### src/rtl/mem_map_if.sv
// Bus bundle between the core load/store path, mem_map_controller and the
// decoded slaves (ROM, data RAM, stack RAM, MMIO).
//
// CPU side   : cpu_req/cpu_we/cpu_addr/cpu_wdata in, cpu_ready/cpu_err/cpu_rdata out.
// Slave side : slv_sel/slv_we/slv_addr/slv_wdata out, slv_rdata/slv_ready in.
//
// Modports:
//   master - the environment (CPU plus slaves) driving requests and slave responses.
//   slave  - the controller view.
interface mem_map_if #(
    parameter int unsigned DATA_WIDTH = 32,
    parameter int unsigned ADDR_WIDTH = 32,
    parameter int unsigned N_REGIONS  = 4
);
    logic                            cpu_req;
    logic                            cpu_we;
    logic [ADDR_WIDTH-1:0]           cpu_addr;
    logic [DATA_WIDTH-1:0]           cpu_wdata;
    logic                            cpu_ready;
    logic                            cpu_err;
    logic [DATA_WIDTH-1:0]           cpu_rdata;
    logic [N_REGIONS-1:0]            slv_sel;
    logic [N_REGIONS-1:0]            slv_we;
    logic [ADDR_WIDTH-1:0]           slv_addr;
    logic [DATA_WIDTH-1:0]           slv_wdata;
    logic [N_REGIONS*DATA_WIDTH-1:0] slv_rdata;
    logic [N_REGIONS-1:0]            slv_ready;

    modport master (
        output cpu_req, cpu_we, cpu_addr, cpu_wdata, slv_rdata, slv_ready,
        input  cpu_ready, cpu_err, cpu_rdata, slv_sel, slv_we, slv_addr, slv_wdata
    );

    modport slave (
        input  cpu_req, cpu_we, cpu_addr, cpu_wdata, slv_rdata, slv_ready,
        output cpu_ready, cpu_err, cpu_rdata, slv_sel, slv_we, slv_addr, slv_wdata
    );
endinterface

### src/rtl/mem_map_controller.sv
// Memory map controller: decodes CPU byte addresses into N_REGIONS regions,
// strobes exactly one slave with a region-local word index and returns the
// result over a request/ready handshake with timeout and error reporting.
//
// Ports:
//   clk        - system clock
//   rst_n      - asynchronous active-low reset
//   bus        - mem_map_if.slave (CPU request/response and slave strobes)
//   err_addr_o - faulting byte address      (only with MEM_MAP_ERR_CAPTURE_EN)
//   err_code_o - 1 misaligned, 2 unmapped,
//                3 read-only write, 4 timeout (only with MEM_MAP_ERR_CAPTURE_EN)
//
// Optional feature macro: MEM_MAP_ERR_CAPTURE_EN (sticky error address/code capture).
module mem_map_controller #(
    parameter int unsigned                      DATA_WIDTH     = 32,
    parameter int unsigned                      ADDR_WIDTH     = 32,
    parameter int unsigned                      N_REGIONS      = 4,
    parameter logic [N_REGIONS*ADDR_WIDTH-1:0]  REGION_BASE    = {32'h10000000, 32'h7FFFE000,
                                                                  32'h10010000, 32'h00400000},
    parameter logic [N_REGIONS*ADDR_WIDTH-1:0]  REGION_SIZE    = {32'h100, 32'h2000,
                                                                  32'h1000, 32'h1000},
    parameter logic [N_REGIONS-1:0]             RO_MASK        = 4'b0001,
    parameter int unsigned                      TIMEOUT_CYCLES = 16
) (
    input  logic                  clk,
    input  logic                  rst_n,
    mem_map_if.slave              bus
`ifdef MEM_MAP_ERR_CAPTURE_EN
    ,
    output logic [ADDR_WIDTH-1:0] err_addr_o,
    output logic [2:0]            err_code_o
`endif
);

    localparam int unsigned IdxW = (N_REGIONS > 1) ? $clog2(N_REGIONS) : 1;
    localparam int unsigned CntW = $clog2(TIMEOUT_CYCLES);

    localparam logic [1:0] StIdle   = 2'd0;
    localparam logic [1:0] StAccess = 2'd1;
    localparam logic [1:0] StResp   = 2'd2;

    localparam logic [2:0] ErrNone     = 3'd0;
    localparam logic [2:0] ErrMisalign = 3'd1;
    localparam logic [2:0] ErrUnmapped = 3'd2;
    localparam logic [2:0] ErrReadOnly = 3'd3;
`ifdef MEM_MAP_ERR_CAPTURE_EN
    localparam logic [2:0] ErrTimeout  = 3'd4;
`endif

    logic [1:0]            state_q, state_d;
    logic [IdxW-1:0]       idx_q, idx_d;
    logic                  we_q, we_d;
    logic [ADDR_WIDTH-1:0] slv_addr_q, slv_addr_d;
    logic [DATA_WIDTH-1:0] wdata_q, wdata_d;
    logic [CntW-1:0]       cnt_q, cnt_d;
    logic                  err_q, err_d;
    logic [DATA_WIDTH-1:0] rdata_q, rdata_d;
`ifdef MEM_MAP_ERR_CAPTURE_EN
    logic [ADDR_WIDTH-1:0] addr_q, addr_d;
    logic [ADDR_WIDTH-1:0] err_addr_q, err_addr_d;
    logic [2:0]            err_code_q, err_code_d;
`endif

    // Address decode. Bounds are compared one bit wider than the address so a
    // region ending at the top of the address space does not wrap to zero.
    logic                  hit;
    logic [IdxW-1:0]       hit_idx;
    logic [ADDR_WIDTH-1:0] hit_off;
    logic [ADDR_WIDTH:0]   lo_w, hi_w;
    logic [2:0]            dec_code;

    always_comb begin
        hit     = 1'b0;
        hit_idx = '0;
        hit_off = '0;
        lo_w    = '0;
        hi_w    = '0;
        // Walk from the highest index down so the lowest matching index wins.
        for (int i = N_REGIONS - 1; i >= 0; i--) begin
            lo_w = {1'b0, REGION_BASE[i*ADDR_WIDTH +: ADDR_WIDTH]};
            hi_w = lo_w + {1'b0, REGION_SIZE[i*ADDR_WIDTH +: ADDR_WIDTH]};
            if (({1'b0, bus.cpu_addr} >= lo_w) && ({1'b0, bus.cpu_addr} < hi_w)) begin
                hit     = 1'b1;
                hit_idx = IdxW'(i);
                hit_off = bus.cpu_addr - lo_w[ADDR_WIDTH-1:0];
            end
        end
    end

    always_comb begin
        dec_code = ErrNone;
        if (bus.cpu_addr[1:0] != 2'b00) begin
            dec_code = ErrMisalign;
        end else if (!hit) begin
            dec_code = ErrUnmapped;
        end else if (bus.cpu_we && RO_MASK[hit_idx]) begin
            dec_code = ErrReadOnly;
        end
    end

    // Next-state logic.
    always_comb begin
        state_d    = state_q;
        idx_d      = idx_q;
        we_d       = we_q;
        slv_addr_d = slv_addr_q;
        wdata_d    = wdata_q;
        cnt_d      = cnt_q;
        err_d      = err_q;
        rdata_d    = rdata_q;
`ifdef MEM_MAP_ERR_CAPTURE_EN
        addr_d     = addr_q;
        err_addr_d = err_addr_q;
        err_code_d = err_code_q;
`endif
        case (state_q)
            StIdle: begin
                if (bus.cpu_req) begin
                    if (dec_code == ErrNone) begin
                        idx_d      = hit_idx;
                        we_d       = bus.cpu_we;
                        slv_addr_d = hit_off >> 2;
                        wdata_d    = bus.cpu_wdata;
                        cnt_d      = '0;
                        err_d      = 1'b0;
                        state_d    = StAccess;
`ifdef MEM_MAP_ERR_CAPTURE_EN
                        addr_d     = bus.cpu_addr;
`endif
                    end else begin
                        err_d   = 1'b1;
                        state_d = StResp;
`ifdef MEM_MAP_ERR_CAPTURE_EN
                        err_addr_d = bus.cpu_addr;
                        err_code_d = dec_code;
`endif
                    end
                end
            end
            StAccess: begin
                if (bus.slv_ready[idx_q]) begin
                    if (!we_q) begin
                        rdata_d = bus.slv_rdata[int'(idx_q)*DATA_WIDTH +: DATA_WIDTH];
                    end
                    err_d   = 1'b0;
                    state_d = StResp;
                end else if (cnt_q == CntW'(TIMEOUT_CYCLES - 1)) begin
                    // This was the TIMEOUT_CYCLES-th access cycle without ready.
                    err_d   = 1'b1;
                    state_d = StResp;
`ifdef MEM_MAP_ERR_CAPTURE_EN
                    err_addr_d = addr_q;
                    err_code_d = ErrTimeout;
`endif
                end else begin
                    cnt_d = cnt_q + 1'b1;
                end
            end
            StResp: begin
                state_d = StIdle;
            end
            default: begin
                state_d = StIdle;
            end
        endcase
    end

    always_ff @(posedge clk or negedge rst_n) begin
        if (!rst_n) begin
            state_q    <= StIdle;
            idx_q      <= '0;
            we_q       <= 1'b0;
            slv_addr_q <= '0;
            wdata_q    <= '0;
            cnt_q      <= '0;
            err_q      <= 1'b0;
            rdata_q    <= '0;
`ifdef MEM_MAP_ERR_CAPTURE_EN
            addr_q     <= '0;
            err_addr_q <= '0;
            err_code_q <= '0;
`endif
        end else begin
            state_q    <= state_d;
            idx_q      <= idx_d;
            we_q       <= we_d;
            slv_addr_q <= slv_addr_d;
            wdata_q    <= wdata_d;
            cnt_q      <= cnt_d;
            err_q      <= err_d;
            rdata_q    <= rdata_d;
`ifdef MEM_MAP_ERR_CAPTURE_EN
            addr_q     <= addr_d;
            err_addr_q <= err_addr_d;
            err_code_q <= err_code_d;
`endif
        end
    end

    // Strobes decode straight from the state register so an asynchronous
    // reset drops them without waiting for a clock edge.
    logic [N_REGIONS-1:0] sel_onehot;

    always_comb begin
        sel_onehot = '0;
        if (state_q == StAccess) begin
            sel_onehot[idx_q] = 1'b1;
        end
    end

    assign bus.slv_sel   = sel_onehot;
    assign bus.slv_we    = we_q ? sel_onehot : '0;
    assign bus.slv_addr  = slv_addr_q;
    assign bus.slv_wdata = wdata_q;
    assign bus.cpu_ready = (state_q == StResp);
    assign bus.cpu_err   = (state_q == StResp) && err_q;
    assign bus.cpu_rdata = rdata_q;

`ifdef MEM_MAP_ERR_CAPTURE_EN
    assign err_addr_o = err_addr_q;
    assign err_code_o = err_code_q;
`endif

endmodule

### src/flat_wrapper.sv
// flat-port wrapper written by rule: the top's interface ports become plain ports
module mem_map_controller_flat 
#(
    parameter int unsigned                      DATA_WIDTH     = 32,
    parameter int unsigned                      ADDR_WIDTH     = 32,
    parameter int unsigned                      N_REGIONS      = 4,
    parameter logic [N_REGIONS*ADDR_WIDTH-1:0]  REGION_BASE    = {32'h10000000, 32'h7FFFE000,
                                                                  32'h10010000, 32'h00400000},
    parameter logic [N_REGIONS*ADDR_WIDTH-1:0]  REGION_SIZE    = {32'h100, 32'h2000,
                                                                  32'h1000, 32'h1000},
    parameter logic [N_REGIONS-1:0]             RO_MASK        = 4'b0001,
    parameter int unsigned                      TIMEOUT_CYCLES = 16
)
  (clk, rst_n, bus_cpu_req, bus_cpu_we, bus_cpu_addr, bus_cpu_wdata, bus_slv_rdata, bus_slv_ready, bus_cpu_ready, bus_cpu_err, bus_cpu_rdata, bus_slv_sel, bus_slv_we, bus_slv_addr, bus_slv_wdata);
  mem_map_if #(.DATA_WIDTH(DATA_WIDTH), .ADDR_WIDTH(ADDR_WIDTH), .N_REGIONS(N_REGIONS)) bus_i ();
  input  logic clk;
  input  logic rst_n;
  input wire logic [$bits(bus_i.cpu_req)-1:0] bus_cpu_req;
  input wire logic [$bits(bus_i.cpu_we)-1:0] bus_cpu_we;
  input wire logic [$bits(bus_i.cpu_addr)-1:0] bus_cpu_addr;
  input wire logic [$bits(bus_i.cpu_wdata)-1:0] bus_cpu_wdata;
  input wire logic [$bits(bus_i.slv_rdata)-1:0] bus_slv_rdata;
  input wire logic [$bits(bus_i.slv_ready)-1:0] bus_slv_ready;
  output wire logic [$bits(bus_i.cpu_ready)-1:0] bus_cpu_ready;
  output wire logic [$bits(bus_i.cpu_err)-1:0] bus_cpu_err;
  output wire logic [$bits(bus_i.cpu_rdata)-1:0] bus_cpu_rdata;
  output wire logic [$bits(bus_i.slv_sel)-1:0] bus_slv_sel;
  output wire logic [$bits(bus_i.slv_we)-1:0] bus_slv_we;
  output wire logic [$bits(bus_i.slv_addr)-1:0] bus_slv_addr;
  output wire logic [$bits(bus_i.slv_wdata)-1:0] bus_slv_wdata;
  assign bus_i.cpu_req = bus_cpu_req;
  assign bus_i.cpu_we = bus_cpu_we;
  assign bus_i.cpu_addr = bus_cpu_addr;
  assign bus_i.cpu_wdata = bus_cpu_wdata;
  assign bus_i.slv_rdata = bus_slv_rdata;
  assign bus_i.slv_ready = bus_slv_ready;
  assign bus_cpu_ready = bus_i.cpu_ready;
  assign bus_cpu_err = bus_i.cpu_err;
  assign bus_cpu_rdata = bus_i.cpu_rdata;
  assign bus_slv_sel = bus_i.slv_sel;
  assign bus_slv_we = bus_i.slv_we;
  assign bus_slv_addr = bus_i.slv_addr;
  assign bus_slv_wdata = bus_i.slv_wdata;
  mem_map_controller #(.DATA_WIDTH(DATA_WIDTH), .ADDR_WIDTH(ADDR_WIDTH), .N_REGIONS(N_REGIONS), .REGION_BASE(REGION_BASE), .REGION_SIZE(REGION_SIZE), .RO_MASK(RO_MASK), .TIMEOUT_CYCLES(TIMEOUT_CYCLES)) u_core (.clk(clk), .rst_n(rst_n), .bus(bus_i));
endmodule
### config.mk
export PLATFORM = sky130hd
export DESIGN_NAME = mem_map_controller_flat
export DESIGN_NICKNAME = d
export VERILOG_FILES = /design/src/rtl/mem_map_if.sv /design/src/rtl/mem_map_controller.sv /design/src/flat_wrapper.sv
export SDC_FILE = /design/constraint.sdc
export NUM_CORES = 1
export LEC_CHECK = 0
export ABC_AREA = 1
export BUFFER_PORTS_ARGS = -buffer_cell sky130_fd_sc_hd__buf_2
export CAP_MARGIN = 30
export CORE_MARGIN = 10
export CORE_UTILIZATION = 40
export DETAILED_ROUTE_END_ITERATION = 10
export MAX_ROUTING_LAYER = met4
export PLACE_DENSITY = 0.78
export SLEW_MARGIN = 5
export SYNTH_ARGS = -nofsm -noshare
export SYNTH_HDL_FRONTEND = slang
export SYNTH_SLANG_ARGS = --single-unit
### constraint.sdc
create_clock -name clk -period 3.5 [get_ports clk]
set_input_delay 0.35 -clock clk [delete_from_list [all_inputs] [get_ports clk]]
set_output_delay 0.35 -clock clk [all_outputs]
set_load 0.02 [all_outputs]
; ---- Word level (Yosys, flattened, before mapping)
; Index checks and enable logic that the tools add are counted.
[op_classes]
add_sub_neg = 5
order_cmp = 11
eq_ne = 8
shift = 1
muxes = 38
bitwise_logic = 1
reduce_logical = 16
[ops]
columns = operator, count
row1 = $mux W32, 4
row2 = $shiftx A128 B8 Y32, 1
row3 = $ge A32 B29 Y1 const B, 2
row4 = $lt A32 B29 Y1 const B, 2
row5 = $sub A32 B29 Y32 const B, 2
row6 = $ge A32 B23 Y1 const B, 1
row7 = $ge A32 B31 Y1 const B, 1
row8 = $lt A32 B23 Y1 const B, 1
row9 = $lt A32 B32 Y1 const B, 1
row10 = $sub A32 B23 Y32 const B, 1
row11 = $sub A32 B31 Y32 const B, 1
row12 = $mux W4, 6
row13 = $mux W2, 9
row14 = $mux W1, 11
row15 = $reduce_and A3 Y1, 3
row16 = $pmux W4 S2, 1
row17 = $logic_and A1 B1 Y1, 7
row18 = $lt A2 B3 Y1 const B, 2
row19 = $mux W3, 2
row20 = $ne A2 B2 Y1 const B, 3
row21 = $reduce_and A5 Y1, 1
row22 = $add A4 B1 Y4 const B, 1
row23 = $bmux W1 S2, 2
row24 = $eq A4 B4 Y1 const B, 1
row25 = 13 further kinds, 14
[totals]
register_bits = 104
inputBits = 200

; ---- Logic depth before layout (Yosys ltp)
; Gate-level depths: netlist of run 1.
[depth]
word_depth = 16
depth_mapped = 18

; ---- Worst setup path after synthesis of run 1
; OpenSTA, ideal clock, no wires.
[synth_timing]
path_kind = in2reg
startpoint = input port bus_cpu_addr[23]
endpoint = register u_core.slv_addr_q[11], in the netlist u_core.bus.slv_addr[11]
setup_ns = 0.117
t_arrival_ns = 2.062
t_required_ns = 3.383
path_slack_ns = 1.321
path_stages = 16
path_buffers = 1
path_cell_list = inv_1 > ha_1 > nand2_1 > nor2_1 > nand2_1 > nor2_2 > inv_2 > nand2_2 > nand2_4 > nand2_2 > nor2_4 > nor2_8 > nand3_4 > buf_4 > o21ai_1 > inv_1
[synth_between]
elab_chain_len = 14
word_cells_on_any_way = 32
classes_between = order compare: 8 / mux: 17 / reduce/logical: 7
[synth_rtl]
columns = item, line_no
row1 = "start, declared", flat_wrapper.sv:20  ; input wire logic [$bits(bus_i.cpu_addr)-1:0] bus_cpu_addr;
row2 = $ge A32 B29 Y1 / $lt A32 B29 Y1 (equally long branches), mem_map_controller.sv:82  ; if (({1'b0, bus.cpu_addr} >= lo_w) && ({1'b0, bus.cpu_addr} < hi_w)) begin
row3 = $logic_and A1 B1 Y1, mem_map_controller.sv:82
row4 = $mux W2 (4 in series), mem_map_controller.sv:82
row5 = $bmux W1 S2, mem_map_controller.sv:96  ; end else if (bus.cpu_we && RO_MASK[hit_idx]) begin
row6 = $mux W1 (implied by the code), mem_map_controller.sv:96
row7 = $logic_and A1 B1 Y1, mem_map_controller.sv:96
row8 = $mux W2, mem_map_controller.sv:96
row9 = $mux W3, mem_map_controller.sv:94  ; end else if (!hit) begin
row10 = $mux W3, mem_map_controller.sv:92  ; if (bus.cpu_addr[1:0] != 2'b00) begin
row11 = $logic_not A3 Y1, mem_map_controller.sv:119  ; if (dec_code == ErrNone) begin
row12 = $reduce_and A3 Y1 (no line), n/a
row13 = "end signal, assigned", mem_map_controller.sv:187  ; slv_addr_q <= slv_addr_d;
row14 = "end, declared", mem_map_controller.sv:53  ; logic [ADDR_WIDTH-1:0] slv_addr_q, slv_addr_d;
; Parallel ways exist; a longest one is shown, timed or not. The select of a mux whose other input is x is not followed.
; A chain may end at the register's enable or synchronous reset.

; ---- Worst setup path after layout of run 1
[layout_timing]
startpoint = register u_core.idx_q[0]
endpoint = register u_core.rdata_q[28], in the netlist u_core.bus.cpu_rdata[28]
[layout_between]
elab_chain_len = 3
word_cells_on_any_way = 4
classes_between = shift: 1 / mux: 2 / reduce/logical: 1
[layout_rtl]
columns = item, line_no
row1 = "start, declared", mem_map_controller.sv:51  ; logic [IdxW-1:0] idx_q, idx_d;
row2 = "start signal, assigned", mem_map_controller.sv:185  ; idx_q <= idx_d;
row3 = branches (longest 3 deep; another with $shiftx A128 B8 Y32), n/a
row4 = "end signal, assigned", mem_map_controller.sv:191  ; rdata_q <= rdata_d;
row5 = "end, declared", mem_map_controller.sv:57  ; logic [DATA_WIDTH-1:0] rdata_q, rdata_d;
; Several ways; the timed one is not identified. The select of a mux whose other input is x is not followed.

==> impl_metrics.tcl, run 1 <==
set metrics [dict create \
    status "finished clean" \
    fin_area_um2 8884 \
    yosysSeqAreaShare 0.3791 \
    cp_data_required_time_ns 3.77 \
    power_density_nw_per_um2 470.3 \
    grt_pass1_wl_um 40990 \
    antenna_left 0 \
    cp-end-kind "register" \
    clk_path_buf_depth 2 \
    cts.sinks 104 \
    dpl_cell_area_um2 8548 \
    core_area_um2 16700 \
    vdd.ir_drop.worst_mv 0.2866 \
    relSlewSlack 0.5328 \
    hold-worst-slack_ns 0.01964 \
    timing.reg2reg.setup_slack_ns 0.78 \
    rows 47 \
    groute.usage.overall 0.2345 \
    pwr-share-clk 0.260 \
    crit_path_cell_trace "nand2_1 > inv_1 > buf_4 > a21oi_1 > nand2_1 > nand2_1 > nor2_4 > buf_4 > nor2_1 > a41oi_1" \
    drv_slew 0 \
    fin_crit_ns 2.719 \
    start_util 0.4110 \
    drt_iter0_drc 613 \
    synth_enable_flop_cells 0 \
    wirelength_um 27200 \
    worstMarginPinSlew_ns 0.7008 \
    cts_tree "yes" \
    wl_per_cell_um 18.49 \
    fin_skew_ns 0.01213 \
    place_hpwl_um 21720 \
    grt-ovfl-total 0 \
    cpLargestDelayFamily "buffers and inverters" \
    post-route-period-util 0.7769 \
    num_vias 7653 \
    maxCapViolCount 0 \
    hold_buffers 0 \
    drt-met1-wl_um 10650 \
    power_mw 4.178 \
    port_buffers 303 \
    grt_max_degree 65 \
    ys_warn_count 0 \
    synthArstFlopShare 1.000 \
    crit_arrival_ns 2.99 \
    syn_to_final_growth_pct 29.42 \
    antenna_found_initial 4 \
    ioPinCount 306 \
    drc 0 \
    wl_met3_um 1863 \
    nNetsFinal 1454 \
    crit_top_cell "nand2_1" \
    setup_viol 0 \
    rsz0062_at_grt "no" \
    fin_util 0.5319 \
    met2_length_um 14010 \
    path_class "reg2reg" \
    grt_pass1_vias 7481 \
    synth_cell_types 40 \
    crit_buf_inv 3 \
    combPwrFrac 0.352 \
    final_hold_viol_count 0 \
    start_kind "register" \
    dr.max_layer_used "met4" \
    syn_area_um2 6864 \
    cts_root_buffer "clkbuf_16" \
    cts_made_buffers 9 \
    die_w_um 151.0 \
    layout-drive-gt1-share 0.3058 \
    final.setup.tns_ns 0 \
    power_leakage_nw 4.657 \
    swShare 0.3874 \
    pwr-share-seq 0.388 \
    slowest_delay_ns 0.73 \
    die_area_um2 22800 \
    clk_pin_slew_ns 0.08 \
    worstHoldPathType "in2async" \
    syn-instance-count 959 \
    synth_top_flop_cell "dfrtp_1" \
    cts_max_level 3 \
    place_congestion 1.001 \
    critPathMaxFanout 64 \
    clock_latency_ns 0.36 \
    syn-mean-instance-area_um2 7.158 \
    p_int_mw 2.559 \
    cts_setup_buffers 0 \
    ys_ff_latch 104 \
    ctsResizeCount 0 \
    vias_per_cell 5.203 \
    drt_first_pass_iters 7 \
    power.net_switching_mw 1.619 \
    critPathSlowestCell "dfrtp_1" \
    fmax_ghz 0.3678 \
    die_h_um 151.0 \
]
-- synthesized netlist by cell type (2+ instances only) --
library cell  instances  share of area
nor2_2                8         0.0073
buf_2                10         0.0073
clkinv_1              2         0.0011
o211ai_1              3         0.0033
xor2_1               16          0.020
nor4_1                3         0.0027
o21ai_1              19          0.014
a21oi_1              13         0.0095
nor2_1              115          0.063
dfrtp_1             104           0.38
nand4_1              15          0.014
nand3_1              72          0.052
o21ai_0              41          0.030
buf_6                 5         0.0082
inv_2                 5         0.0027
ha_1                 13          0.024
nor2_8                2         0.0058
clkbuf_1             24          0.013
buf_4                 6         0.0066
nor2_4                5         0.0082
nor3_1               10         0.0073
nand3_4               3         0.0077
nand2_1             312           0.17
a41oi_1              32          0.041
nand2_4               2         0.0033
nand2_2              18          0.016
or2_2                 3         0.0027
inv_1                55          0.030
a22oi_1              32          0.035
-- cell type report --
class	instances	area [µm²]
timing repair buffer	316	1654
inverter	62	232.7
multi-input combinational	748	3784
sequential	104	2603
antenna	5	12.51
clock inverter	7	97.59
tap	220	275.3
fill	1676	7818
clock buffer	9	225.2
-- worst paths after layout --
check                                            to                      from  depth (start not counted)
setup / recovery           u_core.bus.cpu_rdata[28]           u_core.idx_q[0]                         10
hold / removal             u_core.bus.slv_wdata[19]                     rst_n                          1
setup reg to reg           u_core.bus.cpu_rdata[28]           u_core.idx_q[0]                         10
hold reg to reg            u_core.bus.slv_wdata[13]  u_core.bus.slv_wdata[13]                          2
max in group asynchronous  u_core.bus.cpu_rdata[16]                     rst_n                          2
min in group clk            u_core.bus.slv_wdata[4]          bus_cpu_wdata[4]                          3
-- cell families after synthesis --
| kind of cell | synth area share |
|---|---|
| buffers and inverters | 0.07127 |
| DFF | 0.3791 |
| other | 0.0005463 |
| adders and majority gates | 0.02370 |
| xor gates and xnor gates | 0.02041 |
| and+or+nand+nor | 0.3658 |
| AOI/OAI and AO/OA | 0.1391 |
-- routing by layer --
| metal | track usage | up-vias |
|---|---|---|
| met4 | 0.08855 | 0 |
| met3 | 0.03699 | 43 |
| met2 | 0.4010 | 293 |
| met5 | - | - |
| li1 | - | 3740 |
| met1 | 0.2720 | 3577 |
-- worst reg2reg max path, delay by kind of cell (launching register included) --
kind	cells	cell delay [ns]
AO/OA/AOI/OAI	2	0.39
buffers and inverters	3	0.92
flip-flops	1	0.73
AND/OR/NAND/NOR	5	0.57
-- power by group through the flow --
stage | clock network, mW | registers, mW | logic (mW)
2_1_floorplan | 0 | 1.97 | 0.517
3_3_place_gp | 0 | 1.64 | 1.46
3_5_place_dp | 0 | 1.64 | 1.48
4_1_cts | 1.12 | 1.62 | 1.49
5_1_grt | 1.17 | 1.66 | 1.61
6_report | 1.09 | 1.62 | 1.47
-- through the flow --
| step | worst slack [ns] | std cells |
|---|---|---|
| 2_1_floorplan | 1.321 | 960 |
| 3_3_place_gp | 0.5041 | 1450 |
| 3_5_place_dp | 0.4504 | 1450 |
| 4_1_cts | 0.7685 | 1466 |
| 5_1_grt | 0.4615 | 1470 |
| 6_report | 0.7808 | 1471 |
-- flip-flops by register name, indices dropped and copies added (netlist names) --
signal and flops:
u_core.bus.slv_wdata 32, u_core.we_q 1, u_core.bus.cpu_rdata 32, u_core.idx_q 2
u_core.bus.slv_addr 30, u_core.state_q 2, u_core.cnt_q 4, u_core.err_q 1
-- layout by cell type, fill, tap and decap left out, types with 5 or more instances in the layout --
master,synthesis,routed
a21oi_1,13,13
a22oi_1,32,32
a41oi_1,32,32
buf_2,10,302
buf_4,6,11
clkbuf_16,0,9
dfrtp_1,104,104
diode_2,0,5
ha_1,13,13
inv_1,55,55
inv_2,5,5
nand2_1,312,312
nand2_2,18,18
nand3_1,72,72
nand4_1,15,15
nor2_1,115,114
nor2_2,8,8
nor2_4,5,6
nor3_1,10,10
o21ai_0,41,41
o21ai_1,19,19
xor2_1,16,16
(Power assumes the default switching activity.)
==> inputs of run 2 (changes only) <==
Settings changed: PLACE_DENSITY 0.78 to 0.8.
Clock period 3.5 ns to 2.5 ns, I/O delays scaled along.
==> run 2 against run 1 <==
First-iteration DRC count is 26% higher. Sequential power is 40% higher. Sequential share of layout area is 0.87 points lower. Combinational power is 41% higher. Sequential cell count stayed put. Highest routed layer unchanged. Clock power is 25% higher.
==> impl_metrics.tcl, run 2 (synthesis results as in run 1) <==
set metrics [dict create \
    power_density_nw_per_um2 622.9 \
    min_path_cells 3 \
    vias_per_cell 5.144 \
    start_util 0.4110 \
    cts_max_level 3 \
    fin_skew_ns 0.01599 \
    die_area_um2 22800 \
    cp_data_required_time_ns 2.73 \
    nNetsFinal 1490 \
    grt_max_degree 65 \
    groute.usage.overall 0.2320 \
    ctsResizeCount 0 \
    final_cell_mix "312 x nand2_1, 302 x buf_2, 114 x nor2_1" \
    layout-drive-gt1-share 0.3237 \
    vdd.ir_drop.worst_mv 0.3145 \
    die_h_um 151.0 \
    antenna_left 0 \
    core_area_um2 16700 \
    grt_pass1_wl_um 40880 \
    relSlewSlack 0.6633 \
    syn_to_final_growth_pct 33.39 \
    power_leakage_nw 4.826 \
    critPathSlowestCell "buf_4" \
    drv_slew 0 \
    die_w_um 151.0 \
    layout_commonest_cell "nand2_1" \
    final.setup.tns_ns 0 \
    timing.reg2reg.setup_slack_ns 0.50 \
    rows 47 \
    slowest_delay_ns 0.26 \
    cts_made_buffers 9 \
    crit_path_cell_trace "buf_2 > inv_1 > ha_1 > inv_1 > nor2_1 > nand2_1 > nand2_1 > nand2_2 > nor2_2 > nand2_1 > nand2_1 > nand2_1 > nand3_4 > nand3_4 > buf_4 > nand2_1 > o21ai_0" \
    path_class "in2reg" \
    r2r_start "u_core.idx_q[0]" \
    cp-end-kind "register" \
    grt-ovfl-total 0 \
    wirelength_um 26960 \
    start_kind "input pin" \
    maxCapViolCount 0 \
    power_mw 5.704 \
    drc 0 \
    drt_iter0_drc 773 \
    num_vias 7737 \
    fin_crit_ns 2.142 \
    crit_buf_inv 4 \
    worstHoldPathType "in2reg" \
    hold-worst-slack_ns 0.08489 \
    status "finished clean" \
    grt_pass1_vias 7589 \
    rr_endpoint "u_core.bus.cpu_rdata[7]" \
    antenna_found_initial 1 \
    clock_latency_ns 0.35 \
    clk_pin_slew_ns 0.08 \
    hold_end "u_core.bus.slv_wdata[26]" \
    cpLargestDelayFamily "simple AND/OR/NAND/NOR gates" \
    setup_viol 0 \
    cts.sinks 104 \
    critPathMaxFanout 14 \
    place_hpwl_um 22060 \
    final_hold_viol_count 0 \
    wl_per_cell_um 17.93 \
    drt_first_pass_iters 5 \
    post-route-period-util 0.8566 \
    worstMarginPinSlew_ns 0.5051 \
    r2r.worst_path.cells 10 \
    ioPinCount 306 \
    fmax_ghz 0.4670 \
    clk_path_buf_depth 2 \
    crit_top_cell "nand2_1" \
    fin_util 0.5482 \
    crit_arrival_ns 2.37 \
    place_congestion 1.025 \
    rsz0062_at_grt "no" \
    port_buffers 303 \
    min_from "bus_cpu_wdata[26]" \
    cts_root_buffer "clkbuf_16" \
    cts_tree "yes" \
]
-- run 2: stage by stage --
stage          setup slack (ns)  std cells  area, µm²
4_1_cts                  0.3867       1502       9151
5_1_grt                  0.1389       1503       9154
6_report                 0.3585       1504       9156
3_5_place_dp            0.03023       1485       8861
3_3_place_gp            0.04660       1485       8861
2_1_floorplan            0.4208        960       6868
-- run 2: how the worst max path moves through the flow --
stage / startpoint / endpoint / slack [ns] / depth (start not counted)
2_1_floorplan: bus_cpu_addr[23] / u_core.bus.slv_addr[11] / 0.42 / 16
3_3_place_gp: bus_cpu_addr[17] / u_core.bus.slv_addr[11] / 0.05 / 17
3_5_place_dp: bus_cpu_addr[17] / u_core.bus.slv_addr[24] / 0.03 / 17
4_1_cts: bus_cpu_addr[17] / u_core.bus.slv_addr[23] / 0.39 / 17
5_1_grt: bus_cpu_addr[13] / u_core.bus.slv_addr[25] / 0.14 / 16
6_report: bus_cpu_addr[17] / u_core.bus.slv_addr[24] / 0.36 / 17
-- run 2: worst register-to-register path: stages, from the launching register on --
cell and delay [ns]:
dfrtp_1 0.34, buf_4 0.39, nand2_1 0.19, inv_1 0.10
a21oi_1 0.08, nand2_1 0.08, nand2_1 0.09, nor2_4 0.12
buf_12 0.25, nor2_1 0.09, a41oi_1 0.19
-- run 2: routing by layer --
| metal | global-route usage | vias to the layer above | routed length, µm |
|---|---|---|---|
| met5 | - | - | 0 |
| met4 | 0.07459 | 0 | 647 |
| met3 | 0.03371 | 38 | 1946 |
| met2 | 0.4109 | 323 | 14060 |
| met1 | 0.2640 | 3560 | 10310 |
| li1 | - | 3816 | - |
-- run 2: final cells by class --
| class | instances | area, µm² |
|---|---|---|
| clock inverters | 6 | 51.30 |
| flip-flops and latches | 104 | 2603 |
| fillers | 1639 | 7545 |
| diodes | 2 | 5.005 |
| multi-input cells | 748 | 3784 |
| clock buffers | 10 | 229.0 |
| inverters | 62 | 232.7 |
| repair buffers | 352 | 1977 |
| well taps | 220 | 275.3 |
-- run 2: power by group --
| group | total (mW) | internal, mW | switching (mW) |
|---|---|---|---|
| logic | 2.08 | 0.741 | 1.34 |
| clock network | 1.36 | 0.691 | 0.670 |
| registers | 2.26 | 2.06 | 0.196 |
-- run 2: repair_timing --
item                                    CTS  global route
endpoints found under the setup margin    0             0
hold endpoints to repair                 35             0
buffers inserted                          0             0
hold buffers                              1             0
==> inputs of run 3 (changes only) <==
Settings changed: ABC_AREA 1 to unset, CORE_UTILIZATION 40 to 42, PLACE_DENSITY 0.8 to unset, PLACE_DENSITY_LB_ADDON set to 0.2.
==> run 3 against run 2 <==
Register-to-register slack worse by 0.03 ns. Sequential power down 4%. Via count down 23%. Synthesized area down 9.0%. Fmax down 13%. Critical endpoint is now u_core.bus.slv_wdata[26].
==> impl_metrics.tcl, run 3 <==
set metrics [dict create \
    die_w_um 142.0 \
    cts_made_buffers 9 \
    path_class "in2reg" \
    post-route-period-util 0.9865 \
    num_vias 5957 \
    layout-drive-gt1-share 0.6283 \
    worstHoldPathType "in2reg" \
    nNetsFinal 1128 \
    place_hpwl_um 20590 \
    grt_pass1_wl_um 36750 \
    combPwrFrac 0.360 \
    pwr-share-clk 0.242 \
    setup_viol 0 \
    die_h_um 142.0 \
    drc 0 \
    wl_met3_um 1812 \
    power_density_nw_per_um2 588.9 \
    cts_tree "yes" \
    final_cell_mix "298 x buf_2, 109 x buf_4, 103 x dfrtp_1" \
    final.setup.tns_ns 0 \
    syn-mean-instance-area_um2 12.13 \
    rsz0062_at_grt "yes" \
    final_hold_viol_count 0 \
    groute.usage.overall 0.2385 \
    antenna_left 0 \
    grt_max_degree 54 \
    drt-met1-wl_um 9311 \
    synth.most_common_cell "dfrtp_1" \
    synth_top_area_frac 0.4165 \
    layout_commonest_cell "buf_2" \
    critPathMaxFanout 14 \
    start_kind "input pin" \
    maxCapViolCount 0 \
    wl_per_cell_um 22.15 \
    status "finished clean" \
    core_area_um2 14530 \
    pwr-share-seq 0.399 \
    syn_area_um2 6248 \
    relSlewSlack 0.5345 \
    cts_root_buffer "clkbuf_16" \
    worstMarginPinSlew_ns 0.6936 \
    wirelength_um 24460 \
    cp-end-kind "register" \
    drv_slew 0 \
    vdd.ir_drop.worst_mv 0.3057 \
    power_leakage_nw 4.689 \
    met2_length_um 12830 \
    clk_pin_slew_ns 0.07 \
    start_util 0.4299 \
    synth_enable_flop_cells 0 \
    port_buffers 303 \
    grt_pass1_vias 6289 \
    fin_crit_ns 2.466 \
    crit_arrival_ns 2.71 \
    synthArstFlopShare 1.000 \
    yosysSeqAreaShare 0.4165 \
    die_area_um2 20160 \
    post-place-ws_ns -0.3908 \
    yosys-top-cells-area "dfrtp_1 42%, mux4_2 12%, mux2_4 9.1%" \
    dr.max_layer_used "met4" \
    cts.sinks 104 \
    setup_slack_ns 0.03371 \
    clk_path_buf_depth 2 \
    antennaDiodeCount 0 \
    place_congestion 0.9363 \
    rows 44 \
    syn-instance-count 515 \
    synth_cell_types 63 \
    grt-ovfl-total 0 \
    ys_warn_count 0 \
    power.net_switching_mw 1.825 \
    synthTopCellsByCount "104 x dfrtp_1, 38 x mux2_4, 36 x mux2_2" \
    syn_to_final_growth_pct 48.18 \
    vias_per_cell 5.396 \
    p_int_mw 3.628 \
    cp_data_required_time_ns 2.74 \
    ioPinCount 306 \
    antenna_found_initial 0 \
    drt_first_pass_iters 5 \
    cts_max_level 3 \
    synth_top_flop_cell "dfrtp_1" \
    ys_ff_latch 104 \
    swShare 0.3347 \
    synth_largest_area_cell "dfrtp_1" \
    fmax_ghz 0.4055 \
    clock_latency_ns 0.35 \
    fin_skew_ns 0.009134 \
    drt_iter0_drc 356 \
]
-- run 3: cell count changes in the layout (fill, tap and decap cells not counted), sizes merged, moves of 9 or more --
cell / before / now
nand2: 332 / 17
nor2: 130 / 22
mux2: 0 / 74
buf: 351 / 419
nand3: 75 / 20
inv: 62 / 22
o21ai: 60 / 20
mux4: 0 / 33
a41oi: 32 / 0
a22oi: 32 / 1
xor2: 16 / 4
a31oi: 1 / 10
or3: 0 / 9
-- run 3: through the flow --
stage | total power [mW] | area, µm² | util | hold WS (ns) | instances
final | 5.453 | 9259 | 0.6371 | 0.1249 | 1104
after global placement | 4.110 | 8746 | 0.6018 | 0.3105 | 1074
after detailed placement | 4.154 | 8746 | 0.6018 | 0.3224 | 1074
after floorplan | 3.311 | 6376 | - | -0.04559 | 516
after CTS | 5.491 | 9039 | 0.6219 | 0.1161 | 1091
after global routing | 5.732 | 9259 | 0.6371 | 0.1142 | 1104
-- run 3: logic make-up after synthesis --
| family | Yosys count | synth area share |
|---|---|---|
| and+or+nand+nor | 136 | 0.1203 |
| muxes | 109 | 0.2783 |
| other | 1 | 0.0006001 |
| buffers and inverters | 56 | 0.04325 |
| xor gates and xnor gates | 10 | 0.01402 |
| AOI/OAI and AO/OA | 86 | 0.1009 |
| DFF | 104 | 0.4165 |
| adders and majority gates | 13 | 0.02603 |
-- run 3: area by class of cell --
type / instances / area (µm²)
clock inverter: 4 / 30.03
fill: 1205 / 5275
sequential: 104 / 2604
timing repair buffer: 421 / 2517
tap: 184 / 230.2
inverter: 23 / 92.59
clock buffer: 12 / 246.5
multi-input combinational: 356 / 3538
-- run 3: worst max-delay path: stages --
cell,delay (ns)
buf_6,0.10
or4_4,0.53
or3_4,0.44
o41ai_4,0.25
and2_4,0.20
or4_4,0.14
and3_4,0.29
buf_12,0.19
mux2_4,0.31
-- run 3: timing repair --
action | 4_1_cts | 5_1_grt
setup endpoints to repair | 1 | 52
buffers inserted | 1 | 12
cloned | 0 | 1
gates resized for setup | 1 | 26
hold buffers | 1 | 0
hold endpoints to repair | 49 | 0
pin swaps | 7 | 6
-- run 3: layer usage --
metal  up-vias  track usage
met3        39      0.06308
met4         0      0.06670
met5         -            -
met2       235       0.4082
met1      2928       0.2695
li1       2755            -
-- run 3: path summary, 6_finish.rpt --
kind | start | endpoint | slack [ns] | depth (start not counted)
max | bus_cpu_addr[9] | u_core.bus.slv_wdata[26] | 0.03 | 9
min | bus_cpu_wdata[30] | u_core.bus.slv_wdata[30] | 0.12 | 2
max reg2reg | u_core.idx_q[0] | u_core.cnt_q[3] | 0.47 | 5
min reg2reg | u_core.bus.slv_addr[24] | u_core.bus.slv_addr[24] | 0.50 | 1
max in group asynchronous | rst_n | u_core.bus.slv_wdata[4] | 1.31 | 3
min in group asynchronous | rst_n | u_core.bus.slv_wdata[10] | 0.47 | 2
-- run 3: power by group through the flow --
stage	clock network [mW]	logic (mW)	registers, mW
after floorplan	0	0.761	2.55
after global routing	1.42	2.10	2.21
after CTS	1.35	1.96	2.17
after global placement	0	1.93	2.18
final	1.32	1.96	2.17
after detailed placement	0	1.95	2.20
